<file path="config.mk">
export PLATFORM = sky130hd
export DESIGN_NAME = e_mdu_hilo
export DESIGN_NICKNAME = d
export VERILOG_FILES = /design/src/rtl/e_mdu_hilo.sv
export SDC_FILE = /design/constraint.sdc
export NUM_CORES = 1
export LEC_CHECK = 0
export ABC_AREA = 1
export CAP_MARGIN = 20
export CORE_MARGIN = 2
export CORE_UTILIZATION = 69
export DETAILED_ROUTE_END_ITERATION = 6
export DONT_BUFFER_PORTS = 1
export PLACE_DENSITY = 0.9
export SETUP_SLACK_MARGIN = 0.5
export SLEW_MARGIN = 20
export SYNTH_ARGS = -nofsm -noshare
export SYNTH_HDL_FRONTEND = slang
export SYNTH_SLANG_ARGS = --single-unit
</file>
<file path="constraint.sdc">
create_clock -name clk -period 4.09 [get_ports clk]
set_input_delay 0.409 -clock clk [delete_from_list [all_inputs] [get_ports clk]]
set_output_delay 0.409 -clock clk [all_outputs]
set_load 0.1 [all_outputs]
</file>
<file path="src/rtl/e_mdu_hilo.sv">
// HI/LO control stage behind the multiply/divide datapath: issues ops, times the fixed
// latency, commits the newest datapath result to HI/LO and serves mthi/mtlo/mfhi/mflo.
module e_mdu_hilo #(
    parameter int WIDTH   = 32,
    parameter int MUL_LAT = 5,
    parameter int DIV_LAT = 10
) (
    input  logic             clk,
    input  logic             reset,
    input  logic             req,
    input  logic [3:0]       sel,
    input  logic [WIDTH-1:0] A,
    input  logic [WIDTH-1:0] B,
    output logic             dp_start,
    output logic             dp_signed,
    output logic             dp_isdiv,
    input  logic             res_valid,
    input  logic [WIDTH-1:0] res_hi,
    input  logic [WIDTH-1:0] res_lo,
    output logic [WIDTH-1:0] hi,
    output logic [WIDTH-1:0] lo,
    output logic [WIDTH-1:0] rd_data,
    output logic             busy,
    output logic             stall,
    output logic             err
);
    localparam int MAX_LAT = (MUL_LAT > DIV_LAT) ? MUL_LAT : DIV_LAT;
    localparam int CW      = $clog2(MAX_LAT + 1);

    typedef enum logic {IDLE, RUN} state_e;

    state_e             state, state_nxt;
    logic [CW-1:0]      cnt;
    logic               pending;
    logic               div_zero;
    logic [2*WIDTH-1:0] tmp;
    logic               op_mul, op_div, op_any, issue, last;

    always_comb begin
        op_mul = (sel == 4'd1) || (sel == 4'd2);
        op_div = (sel == 4'd3) || (sel == 4'd4);
        op_any = (sel >= 4'd1) && (sel <= 4'd8);
        issue  = (state == IDLE) && (op_mul || op_div) && !req;
        last   = (state == RUN) && (cnt == CW'(1));
    end

    always_ff @(posedge clk or negedge reset) begin
        if (!reset) state <= IDLE;
        else        state <= state_nxt;
    end

    always_comb begin
        state_nxt = state;
        case (state)
            IDLE:    if (issue) state_nxt = RUN;
            RUN:     if (last)  state_nxt = IDLE;
            default: state_nxt = IDLE;
        endcase
    end

    always_comb begin
        busy      = (state == RUN);
        // divide-by-zero still occupies the unit for the full latency, but the datapath is not started
        dp_start  = issue && !(op_div && (B == '0));
        dp_signed = issue && ((sel == 4'd1) || (sel == 4'd3));
        dp_isdiv  = issue && op_div;
        stall     = (busy || issue) && op_any;
        rd_data   = '0;
        if (sel == 4'd5)      rd_data = hi;
        else if (sel == 4'd6) rd_data = lo;
    end

    always_ff @(posedge clk or negedge reset) begin
        if (!reset) begin
            cnt      <= '0;
            pending  <= 1'b0;
            div_zero <= 1'b0;
            tmp      <= '0;
            hi       <= '0;
            lo       <= '0;
            err      <= 1'b0;
        end else if (state == IDLE) begin
            if (issue) begin
                cnt      <= op_div ? CW'(DIV_LAT) : CW'(MUL_LAT);
                pending  <= 1'b0;
                div_zero <= op_div && (B == '0);
            end else if (!req && (sel == 4'd7)) begin
                hi <= A;
            end else if (!req && (sel == 4'd8)) begin
                lo <= A;
            end
        end else begin
            cnt <= cnt - CW'(1);
            if (res_valid) begin
                tmp     <= {res_hi, res_lo};
                pending <= 1'b1;
            end
            // a strobe on the final cycle is newer than anything held in tmp
            if (last && !div_zero) begin
                if (res_valid)    {hi, lo} <= {res_hi, res_lo};
                else if (pending) {hi, lo} <= tmp;
                else              err      <= 1'b1;
            end
        end
    end
endmodule

</file>
# [Word-level counts from Yosys, hierarchy flattened]
# Index checks and enable logic that the tools add are counted.
[totals] inputBits=136 word_cells=82 output_inout_bits=102 ff_bits=136
[op_classes] addsub=1 order_cmp=2 n_mux=24 n_reduce_logical=30 bitwise_logic=3 n_eq_ne=14
[op_table] cell="32-bit 2-to-1 mux" n=15
[op_table] cell="32-bit zero test" n=1
[op_table] cell="4-bit by 3-bit == test with 1-bit output, second input constant" n=4
[op_table] cell="1-bit logical AND" n=12
[op_table] cell="4-bit 2-to-1 mux" n=3
[op_table] cell="4-bit by 1-bit == test with 1-bit output, second input constant" n=2
[op_table] cell="4-bit by 2-bit == test with 1-bit output, second input constant" n=2
[op_table] cell="4-bit AND reduction" n=2
[op_table] cell="2-bit inequality test, second input constant" n=3
[op_table] cell="2-bit AND reduction" n=3
[op_table] cell="2-bit nonzero test" n=3
[op_table] cell="1-bit logical OR" n=5
[op_table] cell="1-bit 2-to-1 mux" n=5
[op_table] cell="5-bit AND reduction" n=1
[op_table] cell="4-bit == test, second input constant" n=1
[op_table] cell="4-bit by 1-bit greater-or-equal comparator with 1-bit output, second input constant" n=1
[op_table] cell="4-bit <= comparator, second input constant" n=1
[op_table] cell="4-bit by 1-bit subtractor with 4-bit output, second input constant" n=1
[op_table] cell="1-bit zero test" n=3
[op_table] cell="3-bit by 2-bit inequality test with 1-bit output, second input constant" n=1
[op_table] cell="1-bit inverter" n=3
[op_table] cell="2-bit by 1-bit inequality test with 1-bit output, second input constant" n=1
[op_table] cell="1-bit case mux with 2 select lines" n=1

# [Longest topological paths before layout]
[logic_depth] ltp_word=7 depth_mapped=11 depth_no_buf=10

# [Worst setup path after synthesis]
# No wires, ideal clock.
[synth_timing] path_type="register -> output" start="register state, in the netlist busy" end="output port dp_start" slack_ns=0.928 path_stages_with_launch=5 path_buffers=1 t_arrival_ns=2.753 required_time_ns=3.681 path_cell_list="dfrtp_1 -> buf_6 -> nor2_4 -> nand2_2 -> a21oi_1"
[synth_via] elab_chain_len=4
[synth_rtl] element="from (decl)" line="32" source="state_e state, state_nxt;"
[synth_rtl] element="from (signal assigned)" line="49" source="else state <= state_nxt;"
[synth_rtl] element="1-bit inverter (no line)"
[synth_rtl] element="1-bit logical AND (2 in a row)" line="43" source="issue = (state == IDLE) && (op_mul || op_div) && !req;"
[synth_rtl] element="1-bit logical AND" line="64" source="dp_start = issue && !(op_div && (B == '0));"
[synth_rtl] element="to (decl)" line="14" source="output logic dp_start,"
# Every way passes these cells.

# [Worst setup path in the final report]
[layout_timing] start="register state, in the netlist busy" end="register hi[5]"
[layout_via] elab_chain_len=5 word_cells_on_any_way=11 cone_classes="3 x eq/ne; 1 x mux; 1 x bitwise; 6 x reduce/logical"
[layout_rtl] element="1-bit inverter (no line)"
[layout_rtl] element="1-bit logical AND (2 in a row)" line="43"
[layout_rtl] element="2-bit inequality test (no line)"
[layout_rtl] element="4-bit AND reduction (no line)"
[layout_rtl] element="to (signal assigned)" line="100" source="if (res_valid) {hi, lo} <= {res_hi, res_lo};"
[layout_rtl] element="to (signal assigned)" line="101" source="else if (pending) {hi, lo} <= tmp;"
[layout_rtl] element="to (decl)" line="20" source="output logic [WIDTH-1:0] hi,"
# Parallel ways exist; a longest one is shown, timed or not.
# A chain may end at the register's enable or synchronous reset.

==> flow_metrics.py <==
metrics = {
    "logic_synthesis": {
        "syn_area_per_cell_um2": 7.485,
        "ys_seq_area_share_pct": 49.85,
        "netlist_area_um2": 6827,
        "synth_seq_cells": 136,
        "syn-num-nets": 1050,
        "synth_cell_types": 26,
        "netlist_instances": 912,
        "synth_warnings": 0,
    },
    "die": {
        "fp.dieW_um": 103.5,
        "dieArea_um2": 10710,
        "core_um2": 9684,
        "die_h_um": 103.5,
        "rows": 36,
        "num_io_pins": 238,
        "start_util_pct": 70.49,
    },
    "route": {
        "drt.antenna.violating_nets": 0,
        "vias_per_cell": 6.235,
        "routed-via-count": 6734,
        "dr_wl_met2_um": 10160,
        "drtIter0Drc": 575,
        "wl_met1_um": 7120,
        "highest_layer": "met4",
        "drc": 0,
        "first_pass_iters": 6,
        "route.met3.wl_um": 2514,
        "wl_per_cell_um": 19.15,
        "routed_wl_um": 20680,
    },
    "power": {
        "p_total_mw": 8.424,
        "power_density_nw_per_um2": 1048,
        "vdd_drop_max_v": 0.0005319,
        "p_leak_nw": 4.182,
    },
    "layout": {
        "final_area_um2": 8035,
        "nets": 1072,
        "area_growth_syn_to_layout_pct": 17.71,
        "drive_gt1_share_pct": 13.94,
        "nFillCells": 552,
        "num_antenna_cells": 0,
        "fin_cells": 1080,
    },
    "status": {
        "status": "finished clean",
    },
    "global_routing": {
        "antenna_found_initial": 0,
        "overflow": 0,
        "grt_pass1_wl_um": 31740,
        "first_global_vias": 6763,
        "grt_usage_pct": 38.96,
        "grt_max_degree": 137,
    },
    "worst_setup_path": {
        "critPathSlowestCell": "dfrtp_1",
        "crit_end": "hi[5]",
        "cpMostUsedCell": "nand2_1",
        "critPathKind": "register to register",
        "worst_setup_path_end_kind": "register",
        "r2r_setup_slack_ns": 0.93,
        "regToRegEndpoint": "hi[5]",
        "crit_arrival_ns": 3.63,
        "path_depth": 10,
        "crit_chain": "inv_4 -> nor2_8 -> inv_2 -> nor2_2 -> a21oi_4 -> buf_4 -> nand2_1 -> buf_4 -> nand2_1 -> nand2_1",
        "startpoint": "busy",
        "critPathTopFamily": "simple AND/OR/NAND/NOR gates",
        "start_kind": "register",
        "worst-r2r-cell-count": 10,
        "crit_fanout": 36,
        "slowest_delay_ns": 0.65,
        "timing.rr.start": "busy",
        "cp_num_buf_inv": 4,
        "critPathRequiredTime_ns": 4.56,
    },
    "cts": {
        "max-clock-path-buffers": 2,
        "cts-root-buf": "clkbuf_8",
        "h-tree-depth": 4,
        "insertion_delay_ns": 0.53,
        "cts_buffers": 17,
        "cts_tree": "built",
        "clock-sinks": 136,
        "clk_pin_slew_ns": 0.06,
        "cts_resized": 0,
        "cts_hold_buf": 3,
        "cts_setup_buffers": 0,
    },
    "timing": {
        "holdWs_ns": 0.01051,
        "relSlewSlack_pct": 32.65,
        "finClkSkew_ns": 0.01530,
        "post-route-period-util_pct": 77.28,
        "slew_viol_final": 0,
        "worst_pin_slew_ns": 1.010,
        "fin_crit_ns": 3.161,
        "hold_viol_final": 0,
        "setup_viol": 0,
        "max_freq_ghz": 0.3164,
        "tns_ns": 0,
        "rsz0062_at_grt": "no",
    },
    "flow_run": {
        "cap_violations": 0,
    },
    "placed_design": {
        "placed_area_um2": 7340,
        "globalplace.congestion": 0.8811,
        "port_buffers": 0,
        "post-place-cells": 1045,
        "hpwl_um": 13170,
    },
    "hold_path": {
        "hold_path.class": "input pin to register",
    },
}
-- worst min path at each step --
| stage | startpoint | end | cells after the start |
|---|---|---|---|
| 5_1_grt | res_lo[28] | tmp[28] | 2 |
| 2_1_floorplan | reset | busy | 0 |
| 6_report | res_lo[0] | tmp[0] | 2 |
| 3_3_place_gp | reset | tmp[50] | 0 |
| 4_1_cts | res_lo[0] | tmp[0] | 2 |
| 3_5_place_dp | reset | tmp[50] | 0 |
-- metrics by stage --
step	setup WS, ns	utilization (%)
floorplan	0.9279	-
global placement	1.282	75.79
detailed placement	1.105	75.79
CTS	0.9988	82.97
global route	0.7949	82.97
finish	0.9291	82.97
-- layout make-up --
cell class / count / area [um2] / share of cell area (%)
tap: 133 / 166.4 / 2.071
inverter: 113 / 426.7 / 5.310
clock inverter: 10 / 165.2 / 2.055
timing repair buffer: 50 / 400.4 / 4.983
sequential: 136 / 3403 / 42.35
clock buffer: 22 / 483.0 / 6.011
multi-input combinational: 616 / 2990 / 37.22
-- synth_stat cells, drive strengths merged --
cell type  count  area share, %
a21oi          7           0.62
buf           25            2.3
nand3         45            3.3
o31ai          1           0.11
clkinv         1          0.055
nor2          37            2.5
o22ai         32            2.9
o21ai         30            2.2
nand2        399             22
inv          112            6.2
o211ai        29            3.2
dfrtp        136             50
nand4         33            3.0
xor2           1           0.13
ha             2           0.37
clkbuf        22            1.2
-- sequential cells by signal, summed over array words and instances, names as in the netlist --
register	count
busy	1
cnt	4
div_zero	1
tmp	64
hi	32
lo	32
pending	1
err	1
-- cells by family after synthesis --
kind of cell             share of synthesized area, %
adder cells (fa/ha/maj)                        0.3665
AND/OR/NAND/NOR                                 30.83
XOR/XNOR                                       0.1283
buffers and inverters                           9.769
AO/OA/AOI/OAI                                   9.054
flip-flops                                      49.85
-- worst reg2reg max path, cell delays in order, from the launching register on --
cell and delay (ns):
dfrtp_1 0.65, inv_4 0.30, nor2_8 0.52, inv_2 0.10, nor2_2 0.20, a21oi_4 0.04
buf_4 0.26, nand2_1 0.39, buf_4 0.40, nand2_1 0.12, nand2_1 0.12
-- where the power goes --
part / switching [mW] / internal (mW)
clock: 0.580 / 1.07
combinational: 1.66 / 0.705
sequential: 2.50 / 1.91
-- cell usage in the layout (no fill, tap or decap) --
cell type      count
clkinvlp_4         3
clkbuf_16         16
clkinv_1           1
ha_1               2
buf_4             47
nor2_2             5
nand3_1           43
inv_4              1
nand2_1          397
nor2_1            30
o211ai_1          29
nand3_2            2
clkbuf_8           6
nand4_1           33
a21oi_2            1
o22ai_2           32
nor2_8             1
o21ai_0           30
dfrtp_1          136
a21oi_1            4
clkinv_4           2
nor2_4             1
dlygate4sd3_1      2
clkinv_2           1
a21oi_4            2
xor2_1             1
buf_16             1
inv_1            106
o31ai_1            1
nand2_2            2
inv_2              5
bufinv_16          4
-- metal layers --
metal  global-route usage [%]  vias to the layer above
met5                        0                        -
met4                    22.47                        0
met3                    13.58                      103
met2                    62.38                      522
met1                    45.73                     3178
li1                         -                     2931
Note: power is estimated with default switching activity, not from simulation.
